<file path="src/rtl/rvfi_trace_monitor.sv">
// RVFI retirement trace monitor: stream consistency checks, shadow regfile,
// counters and a show-ahead retire-event FIFO drained over valid/ready.
// Ports: clk_i/rst_n_i; rvfi_* trace inputs; ev_* FIFO head + ev_ready_i;
// sh_raddr_i/sh_rdata_o shadow read; retire_cnt_o, trap_cnt_o, halted_o, err_o.
// Config macro: RVFI_MON_SHADOW_EN builds the 31x32 shadow regfile.
module rvfi_trace_monitor #(
  parameter int ISA_C      = 0,
  parameter int FIFO_DEPTH = 4
) (
  input  logic        clk_i,
  input  logic        rst_n_i,
  input  logic        rvfi_valid_i,
  input  logic [63:0] rvfi_order_i,
  input  logic [31:0] rvfi_insn_i,
  input  logic        rvfi_trap_i,
  input  logic        rvfi_halt_i,
  input  logic        rvfi_intr_i,
  input  logic [31:0] rvfi_pc_rdata_i,
  input  logic [31:0] rvfi_pc_wdata_i,
  input  logic [4:0]  rvfi_rd_addr_i,
  input  logic [31:0] rvfi_rd_wdata_i,
  output logic        ev_valid_o,
  input  logic        ev_ready_i,
  output logic [31:0] ev_pc_o,
  output logic [31:0] ev_insn_o,
  output logic [4:0]  ev_rd_addr_o,
  output logic [31:0] ev_rd_wdata_o,
  input  logic [4:0]  sh_raddr_i,
  output logic [31:0] sh_rdata_o,
  output logic [63:0] retire_cnt_o,
  output logic [31:0] trap_cnt_o,
  output logic        halted_o,
  output logic [5:0]  err_o
);

  localparam int AW = $clog2(FIFO_DEPTH);
  localparam logic [AW:0] DEPTH_C = FIFO_DEPTH[AW:0];

  typedef enum logic [1:0] {
    IDLE,
    RUN,
    HALTED
  } state_t;

  typedef struct packed {
    logic [31:0] pc;
    logic [31:0] insn;
    logic [4:0]  rd;
    logic [31:0] wd;
  } ev_t;

  state_t state_q, state_d;

  logic        acc;
  logic [63:0] exp_order_q;
  logic [31:0] last_pc_q;
  logic [5:0]  err_set;

  ev_t         fifo_q [FIFO_DEPTH];
  ev_t         head;
  logic [AW-1:0] wptr_q, rptr_q;
  logic [AW:0] cnt_q;
  logic        full, push, pop;

  assign acc = rvfi_valid_i && (state_q != HALTED);

  always_comb begin
    state_d = state_q;
    unique case (state_q)
      IDLE: begin
        if (rvfi_valid_i)
          state_d = rvfi_halt_i ? HALTED : RUN;
      end
      RUN: begin
        if (rvfi_valid_i && rvfi_halt_i)
          state_d = HALTED;
      end
      HALTED: state_d = HALTED;
      default: state_d = IDLE;
    endcase
  end

  always_ff @(posedge clk_i or negedge rst_n_i) begin
    if (!rst_n_i) state_q <= IDLE;
    else          state_q <= state_d;
  end

  // Error detection for the current trace beat.
  always_comb begin
    err_set = '0;
    err_set[0] = acc && (rvfi_order_i != exp_order_q);
    err_set[1] = acc && (state_q == RUN) && !rvfi_intr_i
                 && (rvfi_pc_rdata_i != last_pc_q);
    err_set[2] = acc && (rvfi_rd_addr_i == 5'd0)
                 && (rvfi_rd_wdata_i != 32'd0);
    err_set[3] = acc && !rvfi_trap_i
                 && (rvfi_pc_wdata_i[0]
                     || ((ISA_C == 0) && rvfi_pc_wdata_i[1]));
    err_set[4] = rvfi_valid_i && (state_q == HALTED);
    err_set[5] = acc && full && !pop;
  end

  always_ff @(posedge clk_i or negedge rst_n_i) begin
    if (!rst_n_i) begin
      err_o        <= '0;
      exp_order_q  <= '0;
      last_pc_q    <= '0;
      retire_cnt_o <= '0;
      trap_cnt_o   <= '0;
    end else begin
      err_o <= err_o | err_set;
      if (acc) begin
        exp_order_q  <= rvfi_order_i + 64'd1;
        last_pc_q    <= rvfi_pc_wdata_i;
        retire_cnt_o <= retire_cnt_o + 64'd1;
        if (rvfi_trap_i)
          trap_cnt_o <= trap_cnt_o + 32'd1;
      end
    end
  end

  assign halted_o = (state_q == HALTED);

  // Event FIFO; a full FIFO still accepts when the head leaves this cycle.
  assign full       = (cnt_q == DEPTH_C);
  assign ev_valid_o = (cnt_q != '0);
  assign pop        = ev_valid_o && ev_ready_i;
  assign push       = acc && (!full || pop);

  always_ff @(posedge clk_i or negedge rst_n_i) begin
    if (!rst_n_i) begin
      wptr_q <= '0;
      rptr_q <= '0;
      cnt_q  <= '0;
    end else begin
      if (push) wptr_q <= wptr_q + 1'b1;
      if (pop)  rptr_q <= rptr_q + 1'b1;
      if (push && !pop)      cnt_q <= cnt_q + 1'b1;
      else if (pop && !push) cnt_q <= cnt_q - 1'b1;
    end
  end

  always_ff @(posedge clk_i) begin
    if (push) begin
      fifo_q[wptr_q] <= '{
        pc:   rvfi_pc_rdata_i,
        insn: rvfi_insn_i,
        rd:   rvfi_rd_addr_i,
        wd:   rvfi_rd_wdata_i
      };
    end
  end

  // Storage is not reset, so the head is masked to zero while empty.
  assign head          = fifo_q[rptr_q];
  assign ev_pc_o       = ev_valid_o ? head.pc   : '0;
  assign ev_insn_o     = ev_valid_o ? head.insn : '0;
  assign ev_rd_addr_o  = ev_valid_o ? head.rd   : '0;
  assign ev_rd_wdata_o = ev_valid_o ? head.wd   : '0;

`ifdef RVFI_MON_SHADOW_EN
  logic [31:0] sh_q [31:1];

  always_ff @(posedge clk_i or negedge rst_n_i) begin
    if (!rst_n_i) begin
      for (int i = 1; i < 32; i++) sh_q[i] <= '0;
    end else if (acc && !rvfi_trap_i
                 && (rvfi_rd_addr_i != 5'd0)) begin
      sh_q[rvfi_rd_addr_i] <= rvfi_rd_wdata_i;
    end
  end

  assign sh_rdata_o = (sh_raddr_i == 5'd0) ? '0 : sh_q[sh_raddr_i];
`else
  logic unused_sh;
  assign unused_sh  = ^sh_raddr_i;
  assign sh_rdata_o = '0;
`endif

endmodule

</file>
<file path="config.mk">
export PLATFORM = sky130hd
export DESIGN_NAME = rvfi_trace_monitor
export DESIGN_NICKNAME = d
export VERILOG_FILES = /design/src/rtl/rvfi_trace_monitor.sv
export SDC_FILE = /design/constraint.sdc
export NUM_CORES = 1
export LEC_CHECK = 0
export ABC_AREA = 0
export CAP_MARGIN = 5
export CORE_MARGIN = 3
export CORE_UTILIZATION = 35
export CTS_CLUSTER_DIAMETER = 120
export CTS_CLUSTER_SIZE = 25
export DETAILED_ROUTE_END_ITERATION = 6
export HOLD_SLACK_MARGIN = 0.06
export PLACE_DENSITY_LB_ADDON = 0.12
export SLEW_MARGIN = 20
export SYNTH_ARGS = -nofsm -noshare
export SYNTH_HDL_FRONTEND = slang
export SYNTH_SLANG_ARGS = --single-unit
</file>
<file path="constraint.sdc">
create_clock -name clk_i -period 3.7 [get_ports clk_i]
set_input_delay 0.925 -clock clk_i [delete_from_list [all_inputs] [get_ports clk_i]]
set_output_delay 0.925 -clock clk_i [all_outputs]
set_load 0.02 [all_outputs]
</file>
### Word level (Yosys, flattened, before mapping)

Memory sizes are Yosys's and may differ from the RTL's.
Cells that the tools add are included.
W data, S select, Z words.

| storage, ports and cells | value |
|---|---|
| latch bits | 0 |
| memories kept | 1 |
| register bits | 207 |
| RAM bits | 404 |
| ROM bits | 0 |
| input port bits | 209 |
| output and inout port bits | 237 |

Memory list:

| memory | depth | width | read ports | clocked after memory_dff | write ports | line | text |
|---|---|---|---|---|---|---|---|
| fifo_q | 4 | 101 | 1 | 0 | 1 | 59 | `ev_t fifo_q [FIFO_DEPTH];` |

| cells by class | value |
|---|---|
| $lt $le $gt $ge | 0 |
| $mul | 0 |
| bitwise gates (word level) | 1 |
| shifts and indexed selects | 0 |
| reduce and logical (&&, ||, !) cells | 31 |
| equal/unequal tests | 8 |
| add/sub/neg operators | 7 |
| muxes and demuxes | 12 |
| divide/modulo/power cells | 0 |

Operators with widths:

| kind | count |
|---|---|
| $add A64 B1 Y64 const B | 2 |
| $mux W32 | 3 |
| $ne A64 B64 Y1 | 1 |
| $add A32 B1 Y32 const B | 1 |
| $ne A32 B32 Y1 | 1 |
| $reduce_bool A32 Y1 | 1 |
| $logic_and A1 B1 Y1 | 17 |
| $mux W2 | 3 |
| $mux W3 | 2 |
| $ne A2 B2 Y1 const B | 3 |
| $or A6 B6 Y6 | 1 |
| $pmux W2 S3 | 1 |
| $logic_not A1 Y1 | 5 |
| $logic_not A5 Y1 | 1 |
| $mux W5 | 1 |
| $add A2 B1 Y2 const B | 2 |
| $reduce_and A2 Y1 | 2 |
| $add A3 B1 Y3 const B | 1 |
| $eq A3 B3 Y1 const B | 1 |
| $reduce_bool A3 Y1 | 1 |
| $sub A3 B1 Y3 const B | 1 |
| $eq A2 B1 Y1 const B | 1 |
| $eq A2 B2 Y1 const B | 1 |
| $logic_not A2 Y1 | 1 |
| other kinds (3) | 5 |

### Logic depth before layout (Yosys ltp)

| logic depth | value |
|---|---|
| word-level depth | 8 |
| depth in mapped cells | 10 |

### Worst setup path before layout

Ideal clock, no wire load.

| timing | value |
|---|---|
| kind | input to register |
| from | input port rvfi_valid_i |
| to | memory fifo_q[0][0] in the netlist's numbering (enable) |
| data arrival time | 3.744 ns |
| path buffers | 0 |
| slack | -0.515 ns |
| library setup time | 0.471 ns |
| stages on the path | 3 |
| cell sequence | nand2b_1 -> nor2_1 -> and2_1 |

| between the ends | value |
|---|---|
| word-level cells in the longest chain between the ends | 4 |

RTL lines:

| item | line | text |
|---|---|---|
| from (decl) | 12 | `input logic rvfi_valid_i,` |
| $logic_and A1 B1 Y1 | 65 | `assign acc = rvfi_valid_i && (state_q != HALTED);` |
| $logic_and A1 B1 Y1 | 128 | `assign push = acc && (!full \|\| pop);` |
| net push | 63 | `logic full, push, pop;` |
| $mux W1 | 144 | `if (push) begin` |
| $mux W1 (not written as such) | 145 | `fifo_q[wptr_q] <= '{` |
| to (decl) | 59 |  |

The timed path passes the listed nets, and every way through them passes these cells.

### Final worst setup path

| timing | value |
|---|---|
| from | register rptr_q[0] |
| to | output port ev_insn_o[20] |

| between the ends | value |
|---|---|
| word-level cells in the longest chain between the ends | 2 |

RTL lines:

| item | line | text |
|---|---|---|
| from (decl) | 61 | `logic [AW-1:0] wptr_q, rptr_q;` |
| from (signal assigned) | 137 | `if (pop) rptr_q <= rptr_q + 1'b1;` |
| $mem_v2 Z4 W101 | -- |  |
| $mux W32 | 157 | `assign ev_insn_o = ev_valid_o ? head.insn : '0;` |
| to (decl) | 25 | `output logic [31:0] ev_insn_o,` |

No other way between the ends.

==> results.cfg <==
[run_status]
status = completed

[yosys]
synth_compound_area_frac = 0.0228
synth_area_um2 = 26400
synth_top_family_by_area = simple AND/OR/NAND/NOR gates
synth_top_area_frac = 0.459
synth_warnings = 0
synth_commonest_cells = edfxtp_1 (404), dfrtp_1 (207), nand2_1 (199)
synthMuxAreaShare = 0.0873
ys_seq_area_frac = 0.655
synthArstFlopShare = 0.339
ys_ff_latch = 611
ys_types = 48
synth_xor_area_frac = 0.0762
synthSimpleGateAreaFrac = 0.129
synthTopCellsByArea = edfxtp_1 (46%), dfrtp_1 (20%), mux4_2 (8.6%)
yosysTopAreaCell = edfxtp_1
post-synth-top-count-cell = edfxtp_1
syn_inst = 1829
synth_edf_count = 404
ys.flop_type = edfxtp_1
yosys.area_share.adder = 0.00644
syn_area_per_cell_um2 = 14.5

[clocking]
clock_sinks = 611
cts.htree.levels = 1
clockBufferDepth = 3
clk_latency_ns = 0.63
tritoncts = done
path_clk_slew_ns = 0.10
ctsRootBufferMaster = clkbuf_16
cts_buffers = 29
postCtsHoldBufs = 0

[die]
start_util = 0.354
die-width_um = 281
row_count = 100
core_um2 = 74700
ios = 446
die-area_um2 = 78900
die_y_um = 281

[setup_path]
reg2regPathDepth = 7
crit_path_max_fanout = 23
reg2reg_to = retire_cnt_o[32]$_DFFE_PN0N_
cp.arrival_ns = 2.65
critPathKind = reg2out
required_ns = 2.77
start_kind = flop
end_kind = primary output
regToRegStartpoint = state_q[0]$_DFFE_PN0P_
r2r_slack_ns = 0.91
crit_path_start = rptr_q[0]$_DFFE_PN0N_
endpoint = ev_insn_o[20]

[sta]
tns_ns = 0
rsz0062_at_grt = yes
whs_ns = 0.291
finalHoldViolations = 0
worstMarginPinSlew_ns = 0.770
fmax_mhz = 279
worst_slack_ns = 0.121
setup-violations-final = 0
slew_violations = 0
layout_min_cycle_time_ns = 3.58
min_period_over_period = 0.967
slew_headroom = 0.487
fin_skew_ns = 0.0311

[power_and_ir_drop]
p_int_uw = 14400
power_leakage_uw = 0.0123
power_switching_uw = 7580
sw_frac_of_total = 0.345
vdd_drop_max_mv = 0.395
p_clk_frac = 0.171
power.density_nw_per_um2 = 660
power.total_uw = 22000
combPwrFrac = 0.407
seq_power_share = 0.422

[route]
wl_per_cell_um = 21.9
via_per_inst = 4.98
routed_wl_um = 71400
route.detailed.drc = 0
ant_nets = 0
vias = 16300
drt-initial-drc-count = 867
drt_pre_antenna_iters = 5

[final_layout]
drive_gt1_frac = 0.104
layout.cells.non_filler = 3265
area_growth_pct = 25.8
nets = 2490
final.fill_count = 6786

[placement]
place_congestion = 0.829
placedCellCount = 3195
dp_slack_ns = 0.283
portBuffers = 408
dp_hpwl_um = 49300

[flow_run]
drv_cap = 0

[global_route]
overflow = 0
groute.usage.overall = 0.178
first_global_vias = 16900
grt_pass1_wl_um = 107000
grt_max_degree = 88
antenna_found_initial = 21

[worst_hold_path]
min_path_type = in2async
[stage by stage]
stage | area (µm²) | utilization
after floorplan | 26600 | -
after global placement | 32100 | 0.430
after detailed placement | 32100 | 0.430
after CTS | 33100 | 0.443
after global routing | 33300 | 0.445
final | 33300 | 0.445
[routing by layer]
| layer | global-route usage | wire length, µm | vias up | share of wire |
|---|---|---|---|---|
| met4 | 0.0271 | 927 | 28 | 0.013 |
| met2 | 0.304 | 35100 | 303 | 0.49 |
| met3 | 0.0492 | 4640 | 79 | 0.065 |
| li1 | - | - | 7562 | - |
| met5 | 0 | 183 | - | 0.0026 |
| met1 | 0.232 | 30500 | 8283 | 0.43 |
[cells by family (layout without fill, tap and decap cells)]
family	after synthesis	after routing
compound gates	102	102
xor+xnor	230	230
fa+ha+maj	13	13
buf+inv	127	555
flops	611	611
mux	104	104
other cells	1	39
simple gates	641	642
[cell type report]
type | count | area (µm²) | area share
Sequential cell | 611 | 17300 | 0.521
Clock buffer | 47 | 803 | 0.0241
Inverter | 22 | 82.6 | 0.00248
Antenna cell | 7 | 17.5 | 0.000526
Multi-Input combinational cell | 1123 | 8670 | 0.261
Clock inverter | 5 | 62.6 | 0.00188
Tap cell | 969 | 1210 | 0.0364
Timing Repair Buffer | 481 | 5100 | 0.153
[worst min path at each step]
stage                                    start                           end  slack (ns)
after CTS                              rst_n_i  retire_cnt_o[41]$_DFFE_PN0N_        0.32
after global routing                   rst_n_i  retire_cnt_o[41]$_DFFE_PN0N_        0.30
final                                  rst_n_i  retire_cnt_o[41]$_DFFE_PN0N_        0.29
after global placement      err_o[5]$_DFF_PN0_            err_o[5]$_DFF_PN0_        0.44
after floorplan           cnt_q[2]$_DFFE_PN0P_          cnt_q[2]$_DFFE_PN0P_        0.45
after detailed placement    err_o[4]$_DFF_PN0_            err_o[4]$_DFF_PN0_        0.45
[state kept, by name, indices dropped and copies added, names as in the netlist]
signal and flops:
cnt_q 3, err_o 6, exp_order_q 64, fifo_q 404, last_pc_q 32, retire_cnt_o 64, rptr_q 2, state_q 2
trap_cnt_o 32, wptr_q 2
[power by group through the flow]
stage	logic [µW]	clock network, µW	registers [µW]
after floorplan	5170	0	9360
after global placement	9100	0	9450
after detailed placement	9140	0	9530
after CTS	9290	3940	9300
after global routing	9690	4170	9430
final	8940	3750	9280
[critical path: stages (launching register included)]
cell and delay [ns]:
dfrtp_4 0.46, buf_12 0.15, buf_16 0.21, mux4_2 0.51
and2_1 0.16, clkdlybuf4s50_1 0.53
[cell usage in the layout, fill, tap and decap left out, types with 4 or more instances in the layout]
master	count
buf_12	22
inv_1	22
or3_1	18
nand3_1	50
o31ai_1	15
clkdlybuf4s50_1	324
nor3_1	23
xor2_1	52
and2_1	111
diode_2	7
dlymetal6s2s_1	62
and2_4	4
dlygate4sd2_1	21
o21ai_0	50
nor4_1	26
and3_1	19
dfrtp_1	205
and4_1	12
a31oi_1	28
buf_4	48
nor2_1	59
nand4_1	75
clkbuf_16	29
conb_1	32
or4_1	17
or2_2	5
edfxtp_1	404
xnor2_1	178
ha_1	12
clkbuf_1	17
nand2_1	199
nand2b_1	4
mux4_2	101
[what timing repair did]
| item | 4_1_cts | 5_1_grt |
|---|---|---|
| buffers inserted | 10 | 0 |
| pin swaps | 1 | 0 |
| cloned | 1 | 0 |
| setup endpoints to repair | 101 | 63 |
| gates resized for setup | 23 | 64 |
(Power assumes the default switching activity.)
